## config.mk

```make
export PLATFORM = sky130hd
export DESIGN_NAME = mux_bus_arbiter
export DESIGN_NICKNAME = d
export VERILOG_FILES = /design/src/rtl/mux_arb_pkg.sv /design/src/rtl/mux_arb_timer.sv /design/src/rtl/mux_bus_arbiter.sv
export SDC_FILE = /design/constraint.sdc
export NUM_CORES = 1
export LEC_CHECK = 0
export CAP_MARGIN = 25
export CORE_AREA = 4 4 48 50
export CTS_BUF_LIST = sky130_fd_sc_hd__clkbuf_2
export CTS_CLUSTER_SIZE = 16
export DETAILED_ROUTE_END_ITERATION = 10
export DIE_AREA = 0 0 52 54
export DONT_BUFFER_PORTS = 1
export GPL_TIMING_DRIVEN = 0
export PLACE_DENSITY_LB_ADDON = 0.25
export SKIP_LAST_GASP = 1
export SYNTH_ARGS = -nofsm -noshare
export SYNTH_HDL_FRONTEND = slang
export SYNTH_SLANG_ARGS = --single-unit
```

## constraint.sdc

```tcl
create_clock -name clk -period 1.7 [get_ports clk]
set_clock_uncertainty 0.05 [all_clocks]
set_input_delay 0.425 -clock clk [delete_from_list [all_inputs] [get_ports clk]]
set_output_delay 0.425 -clock clk [all_outputs]
set_load 0.1 [all_outputs]
```

## src/rtl/mux_arb_pkg.sv

```systemverilog
// Shared definitions for the two-requester bus arbiter.
//   arb_state_t      : arbiter FSM states
//   DEF_*            : default values for HOLD_MIN / MAX_GRANT / TURN_CYCLES
//   TIMER_W          : width of the grant/turnaround counter
//   SEL_A / SEL_B    : mux select encodings
//   rr_pick()        : round-robin winner between the two requesters
package mux_arb_pkg;

    typedef enum logic [1:0] {
        ST_IDLE   = 2'd0,
        ST_SETUP  = 2'd1,
        ST_ACTIVE = 2'd2,
        ST_TURN   = 2'd3
    } arb_state_t;

    localparam int DEF_HOLD_MIN    = 2;
    localparam int DEF_MAX_GRANT   = 16;
    localparam int DEF_TURN_CYCLES = 1;

    localparam int TIMER_W = 5;

    localparam logic SEL_A = 1'b0;
    localparam logic SEL_B = 1'b1;

    // On a tie the requester that was not served last wins; otherwise the
    // single requester wins. last_b=1 means B was served most recently.
    function automatic logic rr_pick(input logic ra, input logic rb, input logic last_b);
        if (ra && rb) begin
            return last_b ? SEL_A : SEL_B;
        end
        return ra ? SEL_A : SEL_B;
    endfunction

endpackage

```

## src/rtl/mux_arb_timer.sv

```systemverilog
// Saturating up-counter shared by the ACTIVE (grant) and TURN (turnaround)
// phases of the arbiter.
//   clk      : clock
//   rst_n    : asynchronous active-low reset (count -> 0)
//   clear    : synchronous clear, has priority over enable
//   enable   : count up by one per cycle until LIMIT is reached
//   count    : current value
//   at_limit : count == LIMIT; counting stops there (no wrap)
module mux_arb_timer #(
    parameter int WIDTH = 5,
    parameter int LIMIT = 16
) (
    input  logic             clk,
    input  logic             rst_n,
    input  logic             clear,
    input  logic             enable,
    output logic [WIDTH-1:0] count,
    output logic             at_limit
);

    localparam logic [WIDTH-1:0] LIMIT_C = WIDTH'(LIMIT);

    logic [WIDTH-1:0] count_reg;

    always_ff @(posedge clk or negedge rst_n) begin
        if (!rst_n) begin
            count_reg <= '0;
        end else if (clear) begin
            count_reg <= '0;
        end else if (enable && (count_reg != LIMIT_C)) begin
            count_reg <= count_reg + WIDTH'(1);
        end
    end

    assign count    = count_reg;
    assign at_limit = (count_reg == LIMIT_C);

endmodule

```

## src/rtl/mux_bus_arbiter.sv

```systemverilog
// Two-requester arbiter for a shared 8-bit bus driven through a 2:1 mux with
// an active-low output enable. Sequence per grant: IDLE -> SETUP (select
// settles, bus Hi-Z) -> ACTIVE (bus driven) -> TURN (bus Hi-Z) -> IDLE.
//   clk         : clock, all state changes on its rising edge
//   rst_n       : asynchronous active-low reset, release synchronised
//   req_a/req_b : requests from A / B
//   done_a/b    : owner releases the bus (only looked at while granted)
//   gnt_a/gnt_b : A / B owns the bus
//   select      : mux select, SEL_A=0 / SEL_B=1
//   out_control : mux output enable, active-low (1 = Hi-Z)
//   busy        : high in every state except IDLE
module mux_bus_arbiter
    import mux_arb_pkg::*;
#(
    parameter int HOLD_MIN    = DEF_HOLD_MIN,
    parameter int MAX_GRANT   = DEF_MAX_GRANT,
    parameter int TURN_CYCLES = DEF_TURN_CYCLES
) (
    input  logic clk,
    input  logic rst_n,
    input  logic req_a,
    input  logic req_b,
    input  logic done_a,
    input  logic done_b,
    output logic gnt_a,
    output logic gnt_b,
    output logic select,
    output logic out_control,
    output logic busy
);

    localparam logic [TIMER_W-1:0] HOLD_MIN_C  = TIMER_W'(HOLD_MIN);
    localparam logic [TIMER_W-1:0] TURN_LAST_C = TIMER_W'(TURN_CYCLES - 1);

    // Reset: assertion propagates asynchronously through the sync stage,
    // deassertion takes two clock edges.
    logic [1:0] rst_sync_reg;
    logic       rst_int_n;

    always_ff @(posedge clk or negedge rst_n) begin
        if (!rst_n) begin
            rst_sync_reg <= 2'b00;
        end else begin
            rst_sync_reg <= {rst_sync_reg[0], 1'b1};
        end
    end

    assign rst_int_n = rst_sync_reg[1];

    arb_state_t         state_reg;
    logic               gnt_a_reg;
    logic               gnt_b_reg;
    logic               select_reg;
    logic               out_control_reg;
    logic               busy_reg;
    logic               last_b_reg;

    logic [TIMER_W-1:0] timer_count;
    logic               timer_at_limit;
    logic               timer_clear;
    logic               timer_enable;

    logic               owner_req;
    logic               owner_done;
    logic               other_req;
    logic               release_now;
    logic               turn_end;

    // select_reg identifies the current owner from SETUP through TURN.
    assign owner_req  = (select_reg == SEL_B) ? req_b  : req_a;
    assign owner_done = (select_reg == SEL_B) ? done_b : done_a;
    assign other_req  = (select_reg == SEL_B) ? req_a  : req_b;

    // Voluntary release needs HOLD_MIN elapsed ACTIVE cycles; forced revoke
    // happens once the timer has saturated and the other side is waiting.
    assign release_now = (state_reg == ST_ACTIVE) &&
                         (((timer_count >= HOLD_MIN_C) && (owner_done || !owner_req)) ||
                          (timer_at_limit && other_req));

    assign turn_end = (timer_count >= TURN_LAST_C);

    // One counter serves both phases: cleared entering ACTIVE and entering TURN.
    assign timer_clear  = (state_reg == ST_SETUP) || release_now;
    assign timer_enable = (state_reg == ST_ACTIVE) || (state_reg == ST_TURN);

    mux_arb_timer #(
        .WIDTH (TIMER_W),
        .LIMIT (MAX_GRANT)
    ) u_timer (
        .clk      (clk),
        .rst_n    (rst_int_n),
        .clear    (timer_clear),
        .enable   (timer_enable),
        .count    (timer_count),
        .at_limit (timer_at_limit)
    );

    always_ff @(posedge clk or negedge rst_int_n) begin
        if (!rst_int_n) begin
            state_reg       <= ST_IDLE;
            gnt_a_reg       <= 1'b0;
            gnt_b_reg       <= 1'b0;
            select_reg      <= SEL_A;
            out_control_reg <= 1'b1;
            busy_reg        <= 1'b0;
            last_b_reg      <= 1'b1;
        end else begin
            case (state_reg)
                ST_IDLE: begin
                    if (req_a || req_b) begin
                        select_reg <= rr_pick(req_a, req_b, last_b_reg);
                        busy_reg   <= 1'b1;
                        state_reg  <= ST_SETUP;
                    end
                end
                ST_SETUP: begin
                    out_control_reg <= 1'b0;
                    gnt_a_reg       <= (select_reg == SEL_A);
                    gnt_b_reg       <= (select_reg == SEL_B);
                    state_reg       <= ST_ACTIVE;
                end
                ST_ACTIVE: begin
                    if (release_now) begin
                        gnt_a_reg       <= 1'b0;
                        gnt_b_reg       <= 1'b0;
                        out_control_reg <= 1'b1;
                        last_b_reg      <= (select_reg == SEL_B);
                        state_reg       <= ST_TURN;
                    end
                end
                ST_TURN: begin
                    if (turn_end) begin
                        busy_reg  <= 1'b0;
                        state_reg <= ST_IDLE;
                    end
                end
                default: begin
                    state_reg <= ST_IDLE;
                end
            endcase
        end
    end

    assign gnt_a       = gnt_a_reg;
    assign gnt_b       = gnt_b_reg;
    assign select      = select_reg;
    assign out_control = out_control_reg;
    assign busy        = busy_reg;

endmodule
```

**Word level (Yosys, flattened, before mapping)**

Cells that the tools add are included.

- Bits in registers: 15
- Output and inout bits: 5
- Word-level logic and storage cells: 65

- Add/subtract/negate cells: 1
- Magnitude comparators: 2
- Equal/unequal tests: 8
- Multiplexer cells: 24
- Bitwise operators: 1
- Reductions and logical operators: 20

Operators with widths:

| cell | number |
|---|---|
| $mux 1 | 14 |
| $mux 5 | 2 |
| $pmux 1 s2 | 4 |
| $pmux 2 s4 | 1 |
| $mux 2 | 3 |
| $ne 2x2->1 const B | 3 |
| $reduce_and 2->1 | 3 |
| $reduce_and 3->1 | 2 |
| $reduce_bool 2->1 | 3 |
| $add 5x1->5 const B | 1 |
| $eq 5x5->1 const B | 1 |
| $ge 5x1->1 const B | 1 |
| $ge 5x2->1 const B | 1 |
| $logic_and 1x1->1 | 5 |
| $logic_or 1x1->1 | 5 |
| $ne 5x5->1 const B | 1 |
| $eq 2x2->1 const B | 2 |
| $eq 2x1->1 const B | 1 |
| $logic_not 2->1 | 1 |
| $logic_not 1->1 | 1 |
| $not 1->1 | 1 |

**Depth between registers and ports, before layout**

Gate-level depths: netlist of the first run.

- Depth after elaboration: 8
- Mapped depth: 7

**Cells and area by module**

Synthesis of the first run repeated with hierarchy kept, for this count alone.

- Cells, all modules: 77
- Area, all modules: 813.3 sq um

By module, submodules not included:

| module | instances | cells an instance | area each (sq um) |
|---|---|---|---|
| mux_bus_arbiter | 1 | 50 | 533.0 |
| mux_arb_timer | 1 | 27 | 280.3 |

**Worst setup path after synthesis of the first run**

OpenSTA, ideal clock, no wires.

- Path kind: reg-to-reg
- From: register select_reg, in the netlist select
- To: register u_timer.count_reg[1], in the netlist u_timer.count[1]
- Library setup time: 0.104 ns
- Arrival: 2.109 ns
- Data required time: 1.546 ns
- Setup slack: -0.563 ns
- Cell stages (with the launch flop): 6
- Path buffers: 1
- Period minus slack after synthesis: 2.263 ns
- Cell sequence: dfrtp_1 -> clkbuf_1 -> mux2_2 -> nand2_1 -> o21ai_1 -> a221oi_1

- Longest elaborated chain between the ends: 8

Ends and longest elaborated chain:

| item | RTL line | RTL |
|---|---|---|
| start, declared | mux_bus_arbiter.sv:53 | `logic select_reg;` |
| start signal, assigned | mux_bus_arbiter.sv:111 | `select_reg <= rr_pick(req_a, req_b, last_b_reg);` |
| $mux 1 | mux_bus_arbiter.sv:70 | `assign owner_req = (select_reg == SEL_B) ? req_b : req_a;` |
| $logic_not 1->1 | mux_bus_arbiter.sv:77 | `(((timer_count >= HOLD_MIN_C) && (owner_done \|\| !owner_req)) \|\|` |
| $logic_or 1x1->1 | mux_bus_arbiter.sv:77 |  |
| $logic_and 1x1->1 | mux_bus_arbiter.sv:77 |  |
| $logic_or 1x1->1 (*) | mux_bus_arbiter.sv:77 |  |
| $logic_and 1x1->1 (*) | mux_bus_arbiter.sv:76 | `assign release_now = (state_reg == ST_ACTIVE) &&` |
| $logic_or 1x1->1 (*) | mux_bus_arbiter.sv:83 | `assign timer_clear = (state_reg == ST_SETUP) \|\| release_now;` |
| $mux 5 / $reduce_bool 2->1 (equally long branches) | n/a |  |
| end signal, assigned | mux_arb_timer.sv:31 | `count_reg <= count_reg + WIDTH'(1);` |
| end, declared | mux_arb_timer.sv:23 | `logic [WIDTH-1:0] count_reg;` |

Every way passes the cells marked *; elsewhere a longest branch is shown, timed or not.
A chain may end at the register's enable or synchronous reset.

**Worst setup path after layout of the first run**

- From: register u_timer.count_reg[1], in the netlist u_timer.count[1]
- To: register state_reg[1]

- Longest elaborated chain between the ends: 6

Ends and longest elaborated chain:

| item | RTL line | RTL |
|---|---|---|
| $ge 5x2->1 / $eq 5x5->1 (equally long branches) | mux_bus_arbiter.sv:77, mux_arb_timer.sv:36 |  |
| $logic_and 1x1->1, on equally long branches | mux_bus_arbiter.sv:77, mux_bus_arbiter.sv:78 |  |
| $logic_or 1x1->1 | mux_bus_arbiter.sv:77 |  |
| $logic_and 1x1->1 | mux_bus_arbiter.sv:76 |  |
| $ne 2x2->1 (no source line) | n/a |  |
| $reduce_and 3->1 (no source line) (*) | n/a |  |
| end signal, assigned | mux_bus_arbiter.sv:100 | `state_reg <= ST_IDLE;` |
| end signal, assigned | mux_bus_arbiter.sv:113 | `state_reg <= ST_SETUP;` |
| end signal, assigned | mux_bus_arbiter.sv:120 | `state_reg <= ST_ACTIVE;` |
| end, declared | mux_bus_arbiter.sv:50 | `arb_state_t state_reg;` |

Marked as above.

==> impl_metrics.toml, run 1 <==
[synth]
synth_top_cell_area_share = 0.368
synthesis.nets = 103
synth.distinct_cells = 33
synth.avg_cell_area_sq_um = 9.83
synth_edf_count = 0
yosys_warnings = 0
synth_top_area_cell = "dfrtp_1"
synthFlopType = "dfrtp_1"
synth_area_leaders = "dfrtp_1, ha_1, dfstp_2, nand2_1, inv_1"
netlist_area_sq_um = 885
ys_ff_latch = 15
seq_area_frac_synth = 0.427
async_flop_share = 1.00
synthCells = 90

[timing]
max_freq_mhz = 561
finalSetupViolCount = 8
drv_slew = 0
rsz0062_at_grt = "true"
timing.hold.ws_ns = 0.164
setup_ws_ns = -0.0823
hold_viol = 0
finalCriticalPeriod_ns = 1.78
finalCritPeriodShare = 1.05
slew_headroom = 0.378
tightest_slew_ns = 0.933

[detailed_routing]
first_pass_iters = 4
drcViolationCount = 0
wl_mm = 2.04
vias = 771
route.antenna.remaining_nets = 0
drtIter0Drc = 7
wl_per_cell_um = 15.4
via_per_inst = 5.84

[worst_setup_path]
crit_start = "u_timer.count[1]$_DFFE_PN0P_"
r2r_slack_ns = -0.08
cp_max_fo = 4
cp-start-kind = "flip-flop"
cp-end-kind = "flip-flop"
reg2reg_to = "state_reg[1]$_DFFE_PN0P_"
crit_type = "reg2reg"
worst-r2r-cell-count = 4
critPathRequiredTime_ns = 1.82
reg2reg_from = "u_timer.count[1]$_DFFE_PN0P_"
cp.arrival_ns = 1.91

[grt]
first_global_vias = 749
grt_usage = 0.174
grt_max_degree = 14
grt_overflow = 0
grt_first_pass_wirelength_mm = 3.52
grt_antenna_before_repair = 0

[run_status]
violations = "negative setup slack"
status = "finished, violations left"

[placed_design]
pre_cts_ws_ns = -0.217
hpwl_mm = 1.30
gp_congestion = 0.803
dpl_cell_area_sq_um = 958
portBuffers = 0
dpl.cell_count = 117

[floorplan]
die_w_um = 52
core-area_sq_um = 1900
start_util = 0.465
dieHeight_um = 54
die_area_sq_um = 2810
io_pins = 11
rows = 16

[finish]
finalNonFillerCells = 132
largest_register_ffs = 5
layout-drive-gt1-share = 0.400
nets = 119
area_growth_pct = 31.8
finalInstanceArea_sq_um = 1170
n_antenna_cell = 0

[cts]
root_buffer = "clkbuf_2"
tritoncts.num_buffers = 3
cts_sinks = 15
cts_max_level = 1
clk_path_buf_depth = 2
insertion_delay_ns = 0.28
cts_tree = "done"
clkTransAtPathRegs_ns = 0.15

[flow_run]
cap_violations = 0

[min_path]
hp-class = "reg2async"
[synth_stat cells, types with 2 or more instances]
| cell | n |
|---|---|
| o211ai_1 | 2 |
| inv_1 | 9 |
| a211oi_1 | 3 |
| o21ai_0 | 5 |
| nand3_1 | 2 |
| dfstp_2 | 2 |
| ha_1 | 7 |
| or3_1 | 2 |
| nand2_1 | 10 |
| a221oi_1 | 3 |
| a32o_1 | 2 |
| a21oi_1 | 2 |
| dfrtp_1 | 13 |
| o2bb2ai_1 | 2 |
| clkbuf_1 | 2 |
| a21o_1 | 2 |
| nor2_1 | 5 |
| o2111ai_1 | 2 |
[layout make-up]
| class | count | area [sq um] |
|---|---|---|
| fillers | 156 | 736 |
| multi-input cells | 64 | 579 |
| flip-flops and latches | 15 | 384 |
| repair buffers | 11 | 92.6 |
| inverters | 9 | 33.8 |
| well taps | 27 | 33.8 |
| plain buffers | 2 | 22.5 |
| clock buffers | 4 | 20.0 |
[cells by family (layout without fill, tap and decap cells)]
| group | after synthesis | after routing | share of synthesized area |
|---|---|---|---|
| AOI/OAI and AO/OA | 29 | 29 | 0.250 |
| and+or+nand+nor | 24 | 24 | 0.140 |
| DFF | 15 | 15 | 0.427 |
| buffers and inverters | 11 | 26 | 0.0467 |
| adders and majority gates | 7 | 7 | 0.0990 |
| xor gates and xnor gates | 2 | 2 | 0.0198 |
| other | 1 | 1 | 0.00424 |
| muxes | 1 | 1 | 0.0127 |
[worst max path at each step]
stage,end,slack [ns],depth (start not counted)
5_1_grt,state_reg[1]$_DFFE_PN0P_,-0.14,4
3_5_place_dp,u_timer.count[1]$_DFFE_PN0P_,-0.22,5
3_3_place_gp,u_timer.count[1]$_DFFE_PN0P_,-0.20,5
6_report,state_reg[1]$_DFFE_PN0P_,-0.08,4
4_1_cts,state_reg[1]$_DFFE_PN0P_,-0.15,4
2_1_floorplan,state_reg[1]$_DFFE_PN0P_,-0.06,4
[cell usage in the layout (no fill, tap or decap), types with 2 or more instances in the layout]
master / netlist / final
dfrtp_1: 13 / 10
buf_4: 0 / 9
nand2_1: 10 / 9
inv_1: 9 / 8
ha_1: 7 / 6
o21ai_0: 5 / 5
clkbuf_2: 0 / 4
nor2_2: 0 / 3
a211oi_2: 0 / 3
a21oi_1: 2 / 2
nor2_1: 5 / 2
nand3_1: 2 / 2
o2111ai_1: 2 / 2
o211ai_1: 2 / 2
o2bb2ai_1: 2 / 2
a21o_1: 2 / 2
or3_1: 2 / 2
a221oi_2: 1 / 2
dfrtp_2: 0 / 2
dfstp_2: 2 / 2
buf_6: 0 / 2
[worst max-delay path: stages (launching register included)]
cell      delay [ns]
dfrtp_2         0.46
ha_4            0.16
or4_4           0.54
a221oi_4        0.34
o211ai_1        0.13
[what timing repair did]
item | in CTS | in global routing
buffers inserted | 7 | 3
gates resized for setup | 19 | 8
hold buffers | 1 | 0
hold endpoints to repair | 2 | 0
pin swaps | 10 | 7
setup endpoints to repair | 14 | 14
[layer usage]
metal | up-vias | global-route usage | share of wire
met3 | 7 | 0.0332 | 0.039
met5 | - | 0 | 0
li1 | 362 | - | -
met1 | 385 | 0.202 | 0.42
met2 | 17 | 0.301 | 0.52
met4 | 0 | 0.0917 | 0.025
[through the flow]
stage / util / setup TNS, ns
2_1_floorplan: - / -0.214
3_3_place_gp: 0.504 / -1.48
3_5_place_dp: 0.504 / -1.54
4_1_cts: 0.589 / -0.694
5_1_grt: 0.613 / -0.901
6_report: 0.613 / -0.432
Power of run 1 is left out: the tool's default activity adds up to more than one toggle a clock period on the data nets, which glitch-free logic cannot reach.
==> run 2, diff against run 1 <==
- REMOVE_ABC_BUFFERS: default -> 1
==> run 2 against run 1 <==
  * The run still ends with negative setup slack left
  * Setup slack got worse by 0.020 ns
  * Final cell count is 4.5% lower
  * Non-clock buffer count is 6 lower
  * Critical path type unchanged
  * Critical endpoint unchanged
  * Highest routed layer unchanged
==> impl_metrics.toml, run 2 (synthesis results as in run 1) <==
[run_status]
status = "finished, violations left"
violations = "negative setup slack"

[worst_setup_path]
reg2reg_to = "state_reg[1]$_DFFE_PN0P_"
path_cells = "ha_4 > or4_4 > a221oi_4 > o211ai_1"
critPathTopFamily = "simple AND/OR/NAND/NOR gates"
reg2reg_from = "u_timer.count[1]$_DFFE_PN0P_"
cp-end-kind = "flip-flop"
cp_max_fo = 4
slowest_stage = "or4_4"
r2r_slack_ns = -0.10
cp-start-kind = "flip-flop"
worst-r2r-cell-count = 4
critPathRequiredTime_ns = 1.84
max_stage_delay_ns = 0.53
critPathBufInv = 0
cp.arrival_ns = 1.94
crit_type = "reg2reg"

[timing]
finalCriticalPeriod_ns = 1.80
finalSetupViolCount = 7
drv_slew = 0
slew_headroom = 0.651
timing.hold.ws_ns = 0.159
tightest_slew_ns = 0.524
setup_ws_ns = -0.102
finalCritPeriodShare = 1.06
max_freq_mhz = 555
hold_viol = 0
rsz0062_at_grt = "true"

[grt]
grt_overflow = 0
first_global_vias = 757
grt_usage = 0.162
grt_max_degree = 14
grt_first_pass_wirelength_mm = 3.24
grt_antenna_before_repair = 0

[floorplan]
rows = 16
io_pins = 11
start_util = 0.465
die_area_sq_um = 2810
die_w_um = 52
core-area_sq_um = 1900
dieHeight_um = 54

[detailed_routing]
route.antenna.remaining_nets = 0
first_pass_iters = 5
wl_per_cell_um = 15.5
drcViolationCount = 0
vias = 721
drtIter0Drc = 14
wl_mm = 1.95
via_per_inst = 5.72

[cts]
tritoncts.num_buffers = 3
cts_max_level = 1
cts_tree = "done"
root_buffer = "clkbuf_2"
clk_path_buf_depth = 2
clkTransAtPathRegs_ns = 0.15
cts_sinks = 15
insertion_delay_ns = 0.30

[finish]
n_antenna_cell = 0
nets = 113
finalInstanceArea_sq_um = 1080
final_cell_mix = "nand2_1, inv_1, dfrtp_1"
layout_commonest_cell = "nand2_1"
largest_register_ffs = 5
layout-drive-gt1-share = 0.313
area_growth_pct = 22.6

[placed_design]
dpl_cell_area_sq_um = 911
portBuffers = 0
gp_congestion = 0.774
hpwl_mm = 1.30

[min_path]
hp-class = "reg2async"

[flow_run]
cap_violations = 0
## run 2: changes by cell type in the layout (fill, tap and decap cells not counted), moves of 2 or more
cell,before,now
dfrtp_2,2,4
nor2_1,2,5
nor2_2,3,0
buf_4,9,4
dfrtp_1,10,8
## run 2: layout make-up
| class | instances | area, sq um |
|---|---|---|
| tap | 27 | 33.8 |
| sequential | 15 | 390 |
| clock buffer | 3 | 15.0 |
| timing repair buffer | 7 | 55.1 |
| fill | 161 | 817 |
| multi-input combinational | 64 | 552 |
| clock inverter | 1 | 5.00 |
| inverter | 9 | 33.8 |
## run 2: how the worst max path moves through the flow
stage	from	to	slack, ns	cells past startpoint
floorplan	select$_DFFE_PN0P_	u_timer.count[1]$_DFFE_PN0P_	-0.43	4
global placement	select$_DFFE_PN0P_	u_timer.count[1]$_DFFE_PN0P_	-0.61	4
detailed placement	select$_DFFE_PN0P_	u_timer.count[4]$_DFFE_PN0P_	-0.64	4
CTS	u_timer.count[1]$_DFFE_PN0P_	state_reg[1]$_DFFE_PN0P_	-0.10	4
global route	u_timer.count[1]$_DFFE_PN0P_	state_reg[1]$_DFFE_PN0P_	-0.19	4
finish	u_timer.count[1]$_DFFE_PN0P_	state_reg[1]$_DFFE_PN0P_	-0.10	4
## run 2: per-layer routing
layer,share of wire,track usage,vias to the layer above,wire [um]
li1,-,-,348,-
met1,0.45,0.180,357,876
met2,0.51,0.272,11,987
met3,0.036,0.0693,5,71
met4,0.0082,0.0655,0,16
met5,0,0,-,0
## run 2: per-stage QoR
stage | util | setup slack, ns | instances | TNS [ns]
finish | 0.570 | -0.102 | 126 | -0.503
global route | 0.570 | -0.186 | 126 | -1.14
CTS | 0.559 | -0.105 | 125 | -0.402
detailed placement | 0.479 | -0.637 | 115 | -5.66
global placement | 0.479 | -0.613 | 115 | -5.36
floorplan | - | -0.430 | 88 | -3.71
## run 2: timing repair
action | in CTS | in global routing
pin swaps | 5 | 4
hold buffers | 1 | 0
setup buffers | 5 | 1
endpoints found under the setup margin | 15 | 11
endpoints found under the hold margin | 2 | 0
gates resized for setup | 20 | 4
Power of run 2 is left out for the same reason.
